`config.mk`:
```
export PLATFORM = sky130hd
export DESIGN_NAME = mem_arbiter_flat
export DESIGN_NICKNAME = d
export VERILOG_FILES = /design/src/rtl/mem_arbiter_if.sv /design/src/rtl/mem_arbiter.sv /design/src/flat_wrapper.sv
export SDC_FILE = /design/constraint.sdc
export NUM_CORES = 1
export LEC_CHECK = 0
export ABC_CLOCK_PERIOD_IN_PS = 1900
export BUFFER_PORTS_ARGS = -buffer_cell sky130_fd_sc_hd__buf_2
export CORE_MARGIN = 4
export CORE_UTILIZATION = 47
export DETAILED_ROUTE_END_ITERATION = 6
export GPL_TIMING_DRIVEN = 0
export PLACE_DENSITY = 0.78
export SLEW_MARGIN = 20
export SYNTH_ARGS = -nofsm -noshare
export SYNTH_HDL_FRONTEND = slang
export SYNTH_SLANG_ARGS = --single-unit
```
`constraint.sdc`:
```
create_clock -name CLK -period 1.9 [get_ports CLK]
set_clock_uncertainty 0.05 [all_clocks]
set_input_delay 0.095 -clock CLK [delete_from_list [all_inputs] [get_ports CLK]]
set_output_delay 0.095 -clock CLK [all_outputs]
set_load 0.01 [all_outputs]
```
`src/rtl/mem_arbiter_if.sv`:
```
// Bus bundle between the fetch/data requesters, the shared memory port and mem_arbiter.
// slave is the arbiter's view; master is the view of whatever drives requests and memory responses.
interface mem_arbiter_if #(
    parameter int AW = 32,
    parameter int DW = 32
);
    logic          i_req;
    logic [AW-1:0] i_addr;
    logic [DW-1:0] i_rdata;
    logic          i_done;

    logic          d_req;
    logic          d_we;
    logic [AW-1:0] d_addr;
    logic [DW-1:0] d_wdata;
    logic [DW-1:0] d_rdata;
    logic          d_done;

    logic          m_en;
    logic          m_we;
    logic [AW-1:0] m_addr;
    logic [DW-1:0] m_wdata;
    logic [DW-1:0] m_rdata;
    logic          m_ready;

    logic [1:0]    owner;
    logic          busy;
    logic          err;

    modport slave (
        input  i_req, i_addr, d_req, d_we, d_addr, d_wdata, m_rdata, m_ready,
        output i_rdata, i_done, d_rdata, d_done, m_en, m_we, m_addr, m_wdata,
               owner, busy, err
    );

    modport master (
        output i_req, i_addr, d_req, d_we, d_addr, d_wdata, m_rdata, m_ready,
        input  i_rdata, i_done, d_rdata, d_done, m_en, m_we, m_addr, m_wdata,
               owner, busy, err
    );
endinterface

```
`src/rtl/mem_arbiter.sv`:
```
// Two-requester (instruction fetch, data) round-robin arbiter onto a single memory port,
// with a per-access wait timeout that aborts the access and flags err alongside done.
module mem_arbiter #(
    parameter int AW       = 32,
    parameter int DW       = 32,
    parameter int MAX_WAIT = 15
) (
    input logic          CLK,
    input logic          RST,
    mem_arbiter_if.slave bus
);

    // State encoding doubles as the owner code.
    typedef enum logic [1:0] {
        IDLE  = 2'b00,
        I_ACC = 2'b01,
        D_ACC = 2'b10
    } state_t;

    localparam logic [7:0] WAIT_LAST = 8'(MAX_WAIT - 1);

    state_t        state_q, state_d;
    logic          last_data_q, last_data_d;
    logic [7:0]    wait_q, wait_d;
    logic [AW-1:0] m_addr_q, m_addr_d;
    logic [DW-1:0] m_wdata_q, m_wdata_d;
    logic          m_we_q, m_we_d;
    logic [DW-1:0] i_rdata_q, i_rdata_d;
    logic [DW-1:0] d_rdata_q, d_rdata_d;
    logic          i_done_q, i_done_d;
    logic          d_done_q, d_done_d;
    logic          err_q, err_d;

    logic          elig_i, elig_d;
    logic          grant_i, grant_d;
    logic          finish, abort;

    always_ff @(posedge CLK or negedge RST) begin
        if (!RST) begin
            state_q <= IDLE;
        end else begin
            state_q <= state_d;
        end
    end

    always_comb begin
        state_d     = state_q;
        last_data_d = last_data_q;
        wait_d      = wait_q;
        m_addr_d    = m_addr_q;
        m_wdata_d   = m_wdata_q;
        m_we_d      = m_we_q;
        i_rdata_d   = i_rdata_q;
        d_rdata_d   = d_rdata_q;
        i_done_d    = 1'b0;
        d_done_d    = 1'b0;
        err_d       = 1'b0;
        elig_i      = 1'b0;
        elig_d      = 1'b0;
        grant_i     = 1'b0;
        grant_d     = 1'b0;
        finish      = 1'b0;
        abort       = 1'b0;

        case (state_q)
            IDLE: begin
                wait_d = 8'd0;
                // A requester still seeing its done pulse has not yet had a chance to drop req.
                elig_i  = bus.i_req && !i_done_q;
                elig_d  = bus.d_req && !d_done_q;
                grant_i = elig_i && (!elig_d || last_data_q);
                grant_d = elig_d && !grant_i;
                if (grant_i) begin
                    state_d   = I_ACC;
                    m_addr_d  = bus.i_addr;
                    m_we_d    = 1'b0;
                    m_wdata_d = '0;
                end else if (grant_d) begin
                    state_d   = D_ACC;
                    m_addr_d  = bus.d_addr;
                    m_we_d    = bus.d_we;
                    m_wdata_d = bus.d_wdata;
                end
            end

            I_ACC, D_ACC: begin
                // m_ready wins over the timeout in the last allowed cycle.
                if (bus.m_ready) begin
                    finish = 1'b1;
                end else if (wait_q == WAIT_LAST) begin
                    finish = 1'b1;
                    abort  = 1'b1;
                end else begin
                    wait_d = wait_q + 8'd1;
                end

                if (finish) begin
                    state_d     = IDLE;
                    wait_d      = 8'd0;
                    m_we_d      = 1'b0;
                    err_d       = abort;
                    last_data_d = (state_q == D_ACC);
                    if (state_q == I_ACC) begin
                        i_done_d = 1'b1;
                        if (!abort) i_rdata_d = bus.m_rdata;
                    end else begin
                        d_done_d = 1'b1;
                        if (!abort && !m_we_q) d_rdata_d = bus.m_rdata;
                    end
                end
            end

            default: begin
                state_d = IDLE;
            end
        endcase
    end

    always_ff @(posedge CLK or negedge RST) begin
        if (!RST) begin
            last_data_q <= 1'b1;
            wait_q      <= 8'd0;
            m_addr_q    <= '0;
            m_wdata_q   <= '0;
            m_we_q      <= 1'b0;
            i_rdata_q   <= '0;
            d_rdata_q   <= '0;
            i_done_q    <= 1'b0;
            d_done_q    <= 1'b0;
            err_q       <= 1'b0;
        end else begin
            last_data_q <= last_data_d;
            wait_q      <= wait_d;
            m_addr_q    <= m_addr_d;
            m_wdata_q   <= m_wdata_d;
            m_we_q      <= m_we_d;
            i_rdata_q   <= i_rdata_d;
            d_rdata_q   <= d_rdata_d;
            i_done_q    <= i_done_d;
            d_done_q    <= d_done_d;
            err_q       <= err_d;
        end
    end

    assign bus.m_en    = (state_q != IDLE);
    assign bus.busy    = (state_q != IDLE);
    assign bus.owner   = state_q;
    assign bus.m_we    = m_we_q;
    assign bus.m_addr  = m_addr_q;
    assign bus.m_wdata = m_wdata_q;
    assign bus.i_rdata = i_rdata_q;
    assign bus.d_rdata = d_rdata_q;
    assign bus.i_done  = i_done_q;
    assign bus.d_done  = d_done_q;
    assign bus.err     = err_q;

endmodule

```
`src/flat_wrapper.sv`:
```
// flat-port wrapper written by rule: the top's interface ports become plain ports
module mem_arbiter_flat 
#(
    parameter int AW       = 32,
    parameter int DW       = 32,
    parameter int MAX_WAIT = 15
)
  (CLK, RST, bus_i_req, bus_i_addr, bus_d_req, bus_d_we, bus_d_addr, bus_d_wdata, bus_m_rdata, bus_m_ready, bus_i_rdata, bus_i_done, bus_d_rdata, bus_d_done, bus_m_en, bus_m_we, bus_m_addr, bus_m_wdata, bus_owner, bus_busy, bus_err);
  mem_arbiter_if #(.AW(AW), .DW(DW)) bus_i ();
  input logic CLK;
  input logic RST;
  input wire logic [$bits(bus_i.i_req)-1:0] bus_i_req;
  input wire logic [$bits(bus_i.i_addr)-1:0] bus_i_addr;
  input wire logic [$bits(bus_i.d_req)-1:0] bus_d_req;
  input wire logic [$bits(bus_i.d_we)-1:0] bus_d_we;
  input wire logic [$bits(bus_i.d_addr)-1:0] bus_d_addr;
  input wire logic [$bits(bus_i.d_wdata)-1:0] bus_d_wdata;
  input wire logic [$bits(bus_i.m_rdata)-1:0] bus_m_rdata;
  input wire logic [$bits(bus_i.m_ready)-1:0] bus_m_ready;
  output wire logic [$bits(bus_i.i_rdata)-1:0] bus_i_rdata;
  output wire logic [$bits(bus_i.i_done)-1:0] bus_i_done;
  output wire logic [$bits(bus_i.d_rdata)-1:0] bus_d_rdata;
  output wire logic [$bits(bus_i.d_done)-1:0] bus_d_done;
  output wire logic [$bits(bus_i.m_en)-1:0] bus_m_en;
  output wire logic [$bits(bus_i.m_we)-1:0] bus_m_we;
  output wire logic [$bits(bus_i.m_addr)-1:0] bus_m_addr;
  output wire logic [$bits(bus_i.m_wdata)-1:0] bus_m_wdata;
  output wire logic [$bits(bus_i.owner)-1:0] bus_owner;
  output wire logic [$bits(bus_i.busy)-1:0] bus_busy;
  output wire logic [$bits(bus_i.err)-1:0] bus_err;
  assign bus_i.i_req = bus_i_req;
  assign bus_i.i_addr = bus_i_addr;
  assign bus_i.d_req = bus_d_req;
  assign bus_i.d_we = bus_d_we;
  assign bus_i.d_addr = bus_d_addr;
  assign bus_i.d_wdata = bus_d_wdata;
  assign bus_i.m_rdata = bus_m_rdata;
  assign bus_i.m_ready = bus_m_ready;
  assign bus_i_rdata = bus_i.i_rdata;
  assign bus_i_done = bus_i.i_done;
  assign bus_d_rdata = bus_i.d_rdata;
  assign bus_d_done = bus_i.d_done;
  assign bus_m_en = bus_i.m_en;
  assign bus_m_we = bus_i.m_we;
  assign bus_m_addr = bus_i.m_addr;
  assign bus_m_wdata = bus_i.m_wdata;
  assign bus_owner = bus_i.owner;
  assign bus_busy = bus_i.busy;
  assign bus_err = bus_i.err;
  mem_arbiter #(.AW(AW), .DW(DW), .MAX_WAIT(MAX_WAIT)) u_core (.CLK(CLK), .RST(RST), .bus(bus_i));
endmodule
```
==> flow_summary.toml <==
[cts]
clock-root-buffer = "clkbuf_16"
cts_tree = "done"
insertion_delay_ps = 420
cts_made_buffers = 17
cts.sinks = 143
clock_path_buffers = 2
cts.reportedPaths.clkPinSlew_ps = 60
h-tree-depth = 4
post_cts_buffers = 0

[place]
hpwl_mm = 11.96
gp_congestion = 0.8640
place_area_um2 = 7422
dp_cells = 865
io_buffers = 269

[logic_synthesis]
synth_fp_nets = 568
synth_top_area_cell = "dfrtp_1"
synth_cell_types = 45
synth_edf_count = 0
synthArstFlopShare = 1.000
ys_top_cells_by_count = "dfrtp_1, nand2_1, mux2_2"
syn_inst = 427
avgSynthCellArea_um2 = 13.65
ys_seq_elements = 143
syn_area_um2 = 5828
yosys_warnings = 0
yosys-top-cells-area = "dfrtp_1, mux2_2, mux2_1"
synth_most_common_cell = "dfrtp_1"
synth_top_area_share = 0.6097
yosysSeqAreaShare = 0.6142
ys.flop_type = "dfrtp_1"

[pwr]
powerDensity_nw_per_um2 = 1574
vdd_drop_max_uv = 867.1
pwr-share-seq = 0.366
internal-power_mw = 9.092
p_leak_nw = 4.731
switching_share = 0.3790
p_comb_frac = 0.420
power.share.clock = 0.214
p_switching_mw = 5.549

[floorplanning]
die_y_um = 119.4
die-width_um = 119.4
dieArea_um2 = 14250
ioPinCount = 270
core_area_um2 = 12060
rows = 40
initial_core_util = 0.4832

[flow_run]
max_cap_violations = 0

[route]
detail_route.wirelength_mm = 20.91
drt-initial-drc-count = 412
post-route-drc-count = 0
viasPerCell = 5.335
vias = 5484
firstDrtPassIters = 5
wl_per_cell_um = 20.34
ant_nets = 0

[timing]
setup_tns_ps = 0
maxSlewViolCount = 0
period_needed_ps = 1814
hold_violations = 0
relSlewSlack = 0.6188
setup_viol = 0
fmax_ghz = 0.5513
fin_crit_sh = 0.9547
rsz0062_at_grt = "yes"
worstMarginPinSlew_ps = 571.8

[global_routing]
grt_max_degree = 74
gr-usage-all-layers = 0.2948
grt_antenna_before_repair = 1
grt_pass1_vias = 6131
globalRouteOverflowTotal = 0
grt_pass1_wl_mm = 32.71

[cells_and_area]
seq_area_um2 = 3582
multi_input_area_um2 = 2076
fin_util = 0.7714
drive_above_1_share = 0.4261
area_growth_pct = 59.64
stdcell_area_um2 = 9304
stdcell_count = 1028
fin_nets = 987
fillers = 671

[worst_setup_path]
critPathArrivalTime_ps = 2030
path_max_fanout = 10
path_class = "reg2reg"
critPathRequiredTime_ps = 2110
cp-start-kind = "flip-flop"
endpoint_kind = "flip-flop"

[outcome]
status = "finished clean"

[hold_path]
hold_class = "in2reg"
-- timing repair --
item	4_1_cts	5_1_grt
setup endpoints to repair	30	47
pin swaps	0	0
resized for setup	5	3
hold buffers	130	0
hold endpoints to repair	203	0
-- power groups by stage --
stage                     registers (mW)  clock network (mW)  logic [mW]
after floorplan                     5.86                   0        2.59
after global placement              5.19                   0        5.50
after detailed placement            5.25                   0        5.70
after CTS                           5.24                3.17        5.91
after global routing                5.48                3.30        6.58
final                               5.35                3.14        6.15
-- state kept, by name, summed over array words and instances (netlist names) --
| name | flops |
|---|---|
| u_core.bus.m_wdata | 32 |
| u_core.last_data_q | 1 |
| u_core.bus.i_rdata | 32 |
| u_core.bus.i_done | 1 |
| u_core.wait_q | 8 |
| u_core.bus.d_rdata | 32 |
| u_core.bus.m_we | 1 |
| u_core.bus.err | 1 |
| u_core.bus.m_addr | 32 |
| u_core.bus.d_done | 1 |
| u_core.bus.owner | 2 |
-- layout by cell type (no fill, tap or decap), drive strengths merged, types with 2 or more instances in the layout --
master,instances
nor2,6
a21o,3
nand3b,2
nor2b,2
or3,2
o21a,2
ha,7
a22o,32
mux2i,32
o21ai,35
nand2b,2
buf,289
nor4,2
a32o,2
clkinvlp,3
nor3,2
clkinv,9
dfrtp,142
inv,6
mux2,66
clkbuf,25
nand3,4
nand2,37
xnor2,3
dlygate4sd3,130
-- layer usage --
metal  global-route usage  share of wire  up-vias
met4               0.1546          0.048        0
met2               0.4949           0.49      393
met5                    0              0        -
met3              0.09354           0.10       86
met1               0.3368           0.36     2643
li1                     -              -     2362
-- per-stage QoR --
stage	hold WS [ps]	setup slack (ps)	total power [mW]
after floorplan	-250.6	118.5	8.448
after global placement	263.0	-1141	10.69
after detailed placement	37.87	-130.3	10.95
after CTS	134.4	25.67	14.32
after global routing	187.2	-4.502	15.36
final	123.0	86.06	14.64
-- final timing paths --
path | start | to | slack (ps) | depth (start not counted)
min | bus_d_we | u_core.bus.m_we | 120 | 3
min reg2reg | u_core.bus.m_addr[8] | u_core.bus.m_addr[8] | 440 | 2
max reg2reg | u_core.bus.i_done | u_core.bus.m_addr[26] | 90 | 6
max | u_core.bus.i_done | u_core.bus.m_addr[26] | 90 | 6
min in group asynchronous | RST | u_core.bus.i_rdata[4] | 170 | 2
max in group asynchronous | RST | u_core.last_data_q | 890 | 3
-- cell families (layout without fill, tap and decap cells) --
group / after synthesis / in the layout / share of synthesized area
adders and majority gates: 7 / 7 / 0.01503
AOI/OAI and AO/OA: 78 / 78 / 0.09360
buffers and inverters: 31 / 463 / 0.03091
DFF: 143 / 143 / 0.6142
muxes: 98 / 98 / 0.1831
xor gates and xnor gates: 4 / 4 / 0.006012
other: 0 / 1 / 0
and+or+nand+nor: 66 / 66 / 0.05711
-- worst max-delay path: stages (launching register included) --
cell and delay, ps:
dfrtp_1 390, nor2b_1 270, o21a_1 180, buf_4 200, buf_6 200, mux2i_1 240, o21ai_1 120
-- cell type report --
cell class                      instances  share of cell area
Antenna cell                            1           0.0002690
Buffer                                 26             0.01856
Clock buffer                           18             0.04720
Clock inverter                         14             0.01264
Inverter                                5            0.002017
Multi-Input combinational cell        253              0.2231
Sequential cell                       143              0.3850
Tap cell                              168             0.02259
Timing Repair Buffer                  400              0.2886
Power figures use the tool's default switching activity.
